File: config.mk
export PLATFORM = sky130hd
export DESIGN_NAME = sb_config_ctrl
export DESIGN_NICKNAME = d
export VERILOG_FILES = /design/src/rtl/sbcfg_pkg.sv /design/src/rtl/sbcfg_deser.sv /design/src/rtl/sb_config_ctrl.sv
export SDC_FILE = /design/constraint.sdc
export NUM_CORES = 1
export LEC_CHECK = 0
export CORE_ASPECT_RATIO = 0.8
export CORE_MARGIN = 2
export CORE_UTILIZATION = 45
export CTS_CLUSTER_DIAMETER = 200
export DETAILED_ROUTE_END_ITERATION = 8
export DONT_BUFFER_PORTS = 1
export GPL_ROUTABILITY_DRIVEN = 0
export GPL_TIMING_DRIVEN = 0
export PLACE_DENSITY = 0.65
export SKIP_CTS_REPAIR_TIMING = 1
export SYNTH_ARGS = -nofsm -noshare
export SYNTH_HDL_FRONTEND = slang
export SYNTH_HIERARCHICAL = 1
export SYNTH_SLANG_ARGS = --single-unit
File: constraint.sdc
create_clock -name clk -period 1.8 [get_ports clk]
set_input_delay 0.18 -clock clk [delete_from_list [all_inputs] [get_ports clk]]
set_output_delay 0.18 -clock clk [all_outputs]
set_load 0.02 [all_outputs]
File: src/rtl/sbcfg_pkg.sv
// Shared definitions for the switch-box configuration loader.
//   CFG_W          width of one switch-box config word and of the checksum
//   BIT_CNT_W      width of the deserialiser bit counter
//   sbcfg_state_t  controller FSM states
//   idx_width()    width of a word index for n boxes (never below 1)
package sbcfg_pkg;

  localparam int CFG_W     = 16;
  localparam int BIT_CNT_W = 4;

  typedef enum logic [2:0] {
    IDLE    = 3'd0,
    LOAD    = 3'd1,
    WRITE   = 3'd2,
    CK_LOAD = 3'd3,
    COMPARE = 3'd4
  } sbcfg_state_t;

  function automatic int idx_width(input int n);
    return (n > 1) ? $clog2(n) : 1;
  endfunction

endpackage

File: src/rtl/sbcfg_deser.sv
// 16-bit LSB-first serial-to-parallel converter.
//   clk, reset  clock (rising edge), asynchronous active-high reset
//   clr         synchronous clear of word and bit counter (wins over shift_en)
//   shift_en    accept bit_in into word[bit_cnt] this cycle
//   bit_in      serial data
//   word        assembled word
//   last        this accepted bit completes a word (bit_cnt==15 and shift_en)
module sbcfg_deser
  import sbcfg_pkg::*;
(
  input  logic             clk,
  input  logic             reset,
  input  logic             clr,
  input  logic             shift_en,
  input  logic             bit_in,
  output logic [CFG_W-1:0] word,
  output logic             last
);

  logic [BIT_CNT_W-1:0] bit_cnt;

  // The counter is exactly 4 bits, so the 16th bit wraps it back to 0 and
  // the next word starts cleanly without an explicit reload.
  always_ff @(posedge clk or posedge reset) begin
    if (reset) begin
      word    <= '0;
      bit_cnt <= '0;
    end else if (clr) begin
      word    <= '0;
      bit_cnt <= '0;
    end else if (shift_en) begin
      word[bit_cnt] <= bit_in;
      bit_cnt       <= bit_cnt + BIT_CNT_W'(1);
    end
  end

  assign last = shift_en && (bit_cnt == BIT_CNT_W'(CFG_W - 1));

endmodule

File: src/rtl/sb_config_ctrl.sv
// Switch-box configuration sequencer. Deserialises a config bitstream into
// NUM_SB 16-bit words, writes word i to switch box i, then checks a trailing
// 16-bit XOR checksum; a mismatch or an abort clears every switch box.
//   clk, reset  clock (rising edge), asynchronous active-high reset
//   start       begin a load (sampled only in IDLE)
//   abort       abandon a load in progress (ignored in IDLE)
//   cfg_valid   cfg_bit is valid this cycle
//   cfg_bit     serial config data, LSB of each word first
//   cfg_ready   controller accepts cfg_bit this cycle
//   sb_we       one-hot write strobe per switch box
//   sb_wdata    config word for the strobed box, 0 when no strobe
//   sb_clr      one-cycle clear of all switch-box registers
//   busy        controller is not IDLE
//   done, err   result of the last load, cleared by the next start
//
// Handshake: a bit transfers on a rising edge where cfg_valid and cfg_ready
// are both high; cfg_ready is high only in LOAD and CK_LOAD, and a cycle with
// cfg_valid low is a stall that changes nothing.
module sb_config_ctrl
  import sbcfg_pkg::*;
#(
  parameter int NUM_SB = 4,
  parameter int IDX_W  = idx_width(NUM_SB)
) (
  input  logic              clk,
  input  logic              reset,
  input  logic              start,
  input  logic              abort,
  input  logic              cfg_valid,
  input  logic              cfg_bit,
  output logic              cfg_ready,
  output logic [NUM_SB-1:0] sb_we,
  output logic [CFG_W-1:0]  sb_wdata,
  output logic              sb_clr,
  output logic              busy,
  output logic              done,
  output logic              err
);

  sbcfg_state_t     state;
  sbcfg_state_t     state_next;
  logic [IDX_W-1:0] word_idx;
  logic [CFG_W-1:0] csum;
  logic [CFG_W-1:0] shreg;
  logic             last_bit;
  logic             shift_en;
  logic             abort_hit;
  logic             launch;
  logic             write_en;
  logic             last_word;
  logic             match;

  assign busy      = (state != IDLE);
  assign abort_hit = abort && busy;
  assign launch    = (state == IDLE) && start;
  assign cfg_ready = (state == LOAD) || (state == CK_LOAD);
  // An abort suppresses the transfer so nothing moves on the way to IDLE.
  assign shift_en  = cfg_valid && cfg_ready && !abort;
  assign write_en  = (state == WRITE) && !abort;
  assign last_word = (word_idx == IDX_W'(NUM_SB - 1));
  assign match     = (shreg == csum);

  sbcfg_deser u_deser (
    .clk      (clk),
    .reset    (reset),
    .clr      (launch || abort_hit),
    .shift_en (shift_en),
    .bit_in   (cfg_bit),
    .word     (shreg),
    .last     (last_bit)
  );

  always_comb begin
    state_next = state;
    case (state)
      IDLE:    if (start) state_next = LOAD;
      LOAD:    if (last_bit) state_next = WRITE;
      WRITE:   state_next = last_word ? CK_LOAD : LOAD;
      CK_LOAD: if (last_bit) state_next = COMPARE;
      COMPARE: state_next = IDLE;
      default: state_next = IDLE;
    endcase
    if (abort_hit) state_next = IDLE;
  end

  always_comb begin
    sb_we = '0;
    for (int i = 0; i < NUM_SB; i++) begin
      sb_we[i] = write_en && (word_idx == IDX_W'(i));
    end
  end

  assign sb_wdata = write_en ? shreg : '0;
  assign sb_clr   = abort_hit || ((state == COMPARE) && !match);

  always_ff @(posedge clk or posedge reset) begin
    if (reset) begin
      state    <= IDLE;
      word_idx <= '0;
      csum     <= '0;
      done     <= 1'b0;
      err      <= 1'b0;
    end else begin
      state <= state_next;
      if (launch) begin
        done     <= 1'b0;
        err      <= 1'b0;
        word_idx <= '0;
        csum     <= '0;
      end else if (abort_hit) begin
        err <= 1'b1;
      end else begin
        case (state)
          WRITE: begin
            csum <= csum ^ shreg;
            if (!last_word) word_idx <= word_idx + IDX_W'(1);
          end
          COMPARE: begin
            if (match) done <= 1'b1;
            else       err  <= 1'b1;
          end
          default: ;
        endcase
      end
    end
  end

endmodule

==> metrics.md <==
| Metric | Value |
|---|---|
| Synth Net Count | `284` |
| GR Util met1 | `roughly a third` |
| # IOs | `31` |
| Hold slack | `-23.7 ps` |
| Unrepaired setup endpoints after global routing | `true` |
| TritonCTS clock tree | `done` |
| Via Count | `1,871` |
| Pwr/cell area | `638 nW/um2` |
| Number of enable flip-flop cells after synthesis | `0` |
| Worst min path class | `in -> async` |
| Slowest CP cell | `or3b_4` |
| Failing checks | `hold timing, setup timing` |
| DRT Wirelength | `5.77 mm` |
| Fin util | `roughly 52%` |
| Vias in the first global route | `approximately 1,800` |
| Worst path cell trace | `buf_6 -> or3b_4 -> nor2_4 -> buf_6 -> and2_2` |
| Max Clock Freq | `505 MHz` |
| Antenna Nets Post-Route | `0` |
| Rows | `24` |
| Cell family with most CP delay | `simple AND/OR/NAND/NOR gates` |
| CP dominant cell by count | `buf_6` |
| Global-route wire length before repair | `slightly below 10 mm` |
| Crit Path Category | `reg -> out` |
| Yosys warns | `6` |
| Crit share post-route | `110%` |
| Post-Syn Area | `about 2600 um2` |
| Sink Count | `43` |
| VDD IR-drop max | `about 0.36 mV` |
| Max-slew violations | `0` |
| Most frequent cells in the layout | `41 x dfrtp_1, 28 x nor2_1, 22 x o21ai_0, 19 x nand2_1` |
| Post-synth top area cell | `dfrtp_1` |
| GR peak layer | `met1` |
| Most common cell after layout, fill and taps aside | `dfrtp_1` |
| Area of the die | `6320 um2` |
| Met3 Resource Use GR | `under 10%` |
| Largest net degree at the start of global routing | `24` |
| Layout cells sized above 1 | `24.5%` |
| Post-synth top flop | `dfrtp_1` |
| Layout area overhead | `11.5%` |
| Worst Skew | `4.52 ps` |
| Skew-Pair Late Insertion Delay | `300 ps` |
| GRT Util Overall | `between 20% and 30%` |
| Grt ovf | `0` |
| Initial antenna violation count | `0` |
| Per-cell routed wire length | `16.0 um` |
| Pwr Total | `1.83 mW` |
| Crit path DAT | `1800 ps` |
| Critical Path Max Stage Delay | `420 ps` |
| Max cap viols | `0` |
| Die W | `approximately 88 um` |
| Synth area leaders | `dfrtp_1 42%, mux2i_1 6.6%, xor2_1 5.5%` |
| Root buffer cell | `clkbuf_8` |
| Nets | `between 200 and 300` |
| Clock Path Buffers | `2` |
| Buf+Inv Stages, Crit Path | `2` |
| Final hold violation count | `23` |
| Worst setup EP type | `output pin` |
| Sequential fraction of the synthesis area | `42.0%` |
| Mean area per synthesized cell | `9.50 um2` |
| Required time of the critical path | `about 1600 ps` |
| Area share of the leading cell type in the synthesized netlist | `42.0%` |
| Final Critical Period | `1980 ps` |
| CP max FO | `10` |
| Cts bufs inserted | `5` |
| Setup Viol. Count Final | `21` |
| Flip-flop and latch count after synthesis | `43` |
| Synth cell types | `36` |
| DRC viols | `0` |
| # fillers | `529` |
| Worst-margin pin slew | `939 ps` |
| Met2 Track Usage GR | `27.2%` |
| Cells after Synth | `270` |
| FFs w/ async S/R, synth | `100%` |
| Lkg Pwr | `1.50 nW` |
| Die height | `71.5 um` |
| HPWL after detailed placement | `slightly above 4 mm` |
| TritonRoute pass-1 iters | `4` |
| Worst slew margin | `37.4%` |
| DRT iter0 DRCs | `127` |
| Count of input and output buffers | `0` |
| Status | `finished, violations left` |
| Worst-path clk slew | `80 ps` |
| Setup WS post-layout | `-179 ps` |
| Worst setup SP type | `flip-flop` |
| Core area | `5470 um2` |
| Starting density of the core | `46.9%` |
| N_diodes | `0` |
| H-Tree Depth | `2` |
| Vias per std cell | `5.20` |
-- report_power, final --
| part | internal [mW] | total [mW] | switching [mW] |
|---|---|---|---|
| clock network | 0.273 | 0.600 | 0.327 |
| registers | 0.980 | 1.01 | 0.0268 |
| logic | 0.0769 | 0.218 | 0.142 |
| total | 1.33 | 1.83 | 0.495 |
-- path summary, 6_finish.rpt --
kind | from | end | slack [ps] | cells after the start
max | state[2] | sb_wdata[13] | -180 | 5
min | reset | csum[1] | -20 | 1
max reg2reg | state[2] | u_deser/word[7] | 10 | 9
min reg2reg | csum[13] | csum[13] | 490 | 1
max in group asynchronous | reset | u_deser/word[12] | 780 | 2
min in group clk | abort | err | 70 | 2
-- cell type report --
type | count | area [um2] | share of cell area, %
Multi-Input combinational cell | 193 | 1360 | 47.4
Timing Repair Buffer | 4 | 35.0 | 1.23
Tap cell | 78 | 97.6 | 3.41
Clock inverter | 1 | 5.00 | 0.175
Inverter | 19 | 71.3 | 2.49
Clock buffer | 7 | 76.3 | 2.67
Sequential cell | 43 | 1080 | 37.7
Buffer | 15 | 139 | 4.86
-- flip-flops by register name (all words and copies together) (netlist names) --
| register | count |
|---|---|
| csum | 16 |
| err | 1 |
| u_deser/bit_cnt | 4 |
| state | 3 |
| u_deser/word | 16 |
| done | 1 |
| word_idx | 2 |
-- Yosys cell counts, drive strengths merged (4+ instances only) --
cell type,count
nand4b,8
nor4,4
nand4,5
xor2,16
nand2,20
o21ai,23
a21oi,7
buf,14
nand2b,18
dfrtp,43
inv,19
and2,10
mux2i,17
and4bb,4
nor2,36
ha,8
-- through the flow --
step                      setup TNS, ps  instances  cell area, um2  worst slack [ps]
after CTS                         -8090        356            2740              -332
after global routing              -5530        360            2860              -226
after global placement            -1910        348            2660              -298
final                             -2990        360            2860              -179
after floorplan                       0        270            2560               102
after detailed placement          -2100        348            2660              -297
-- metal layers --
metal,up-vias,share of wire [%]
li1,917,-
met1,912,51
met2,35,42
met3,7,5.2
met4,0,1.1
met5,-,0
-- logic make-up after synthesis --
family          count (synthesis)  synth area share [%]
simple gates                  114                  25.9
flops                          43                  42.0
compound gates                 35                  7.46
buf+inv                        34                  7.56
xor+xnor                       18                  6.15
mux                            18                  7.07
fa+ha+maj                       8                  3.90
Note: power is estimated with default switching activity, not from simulation.
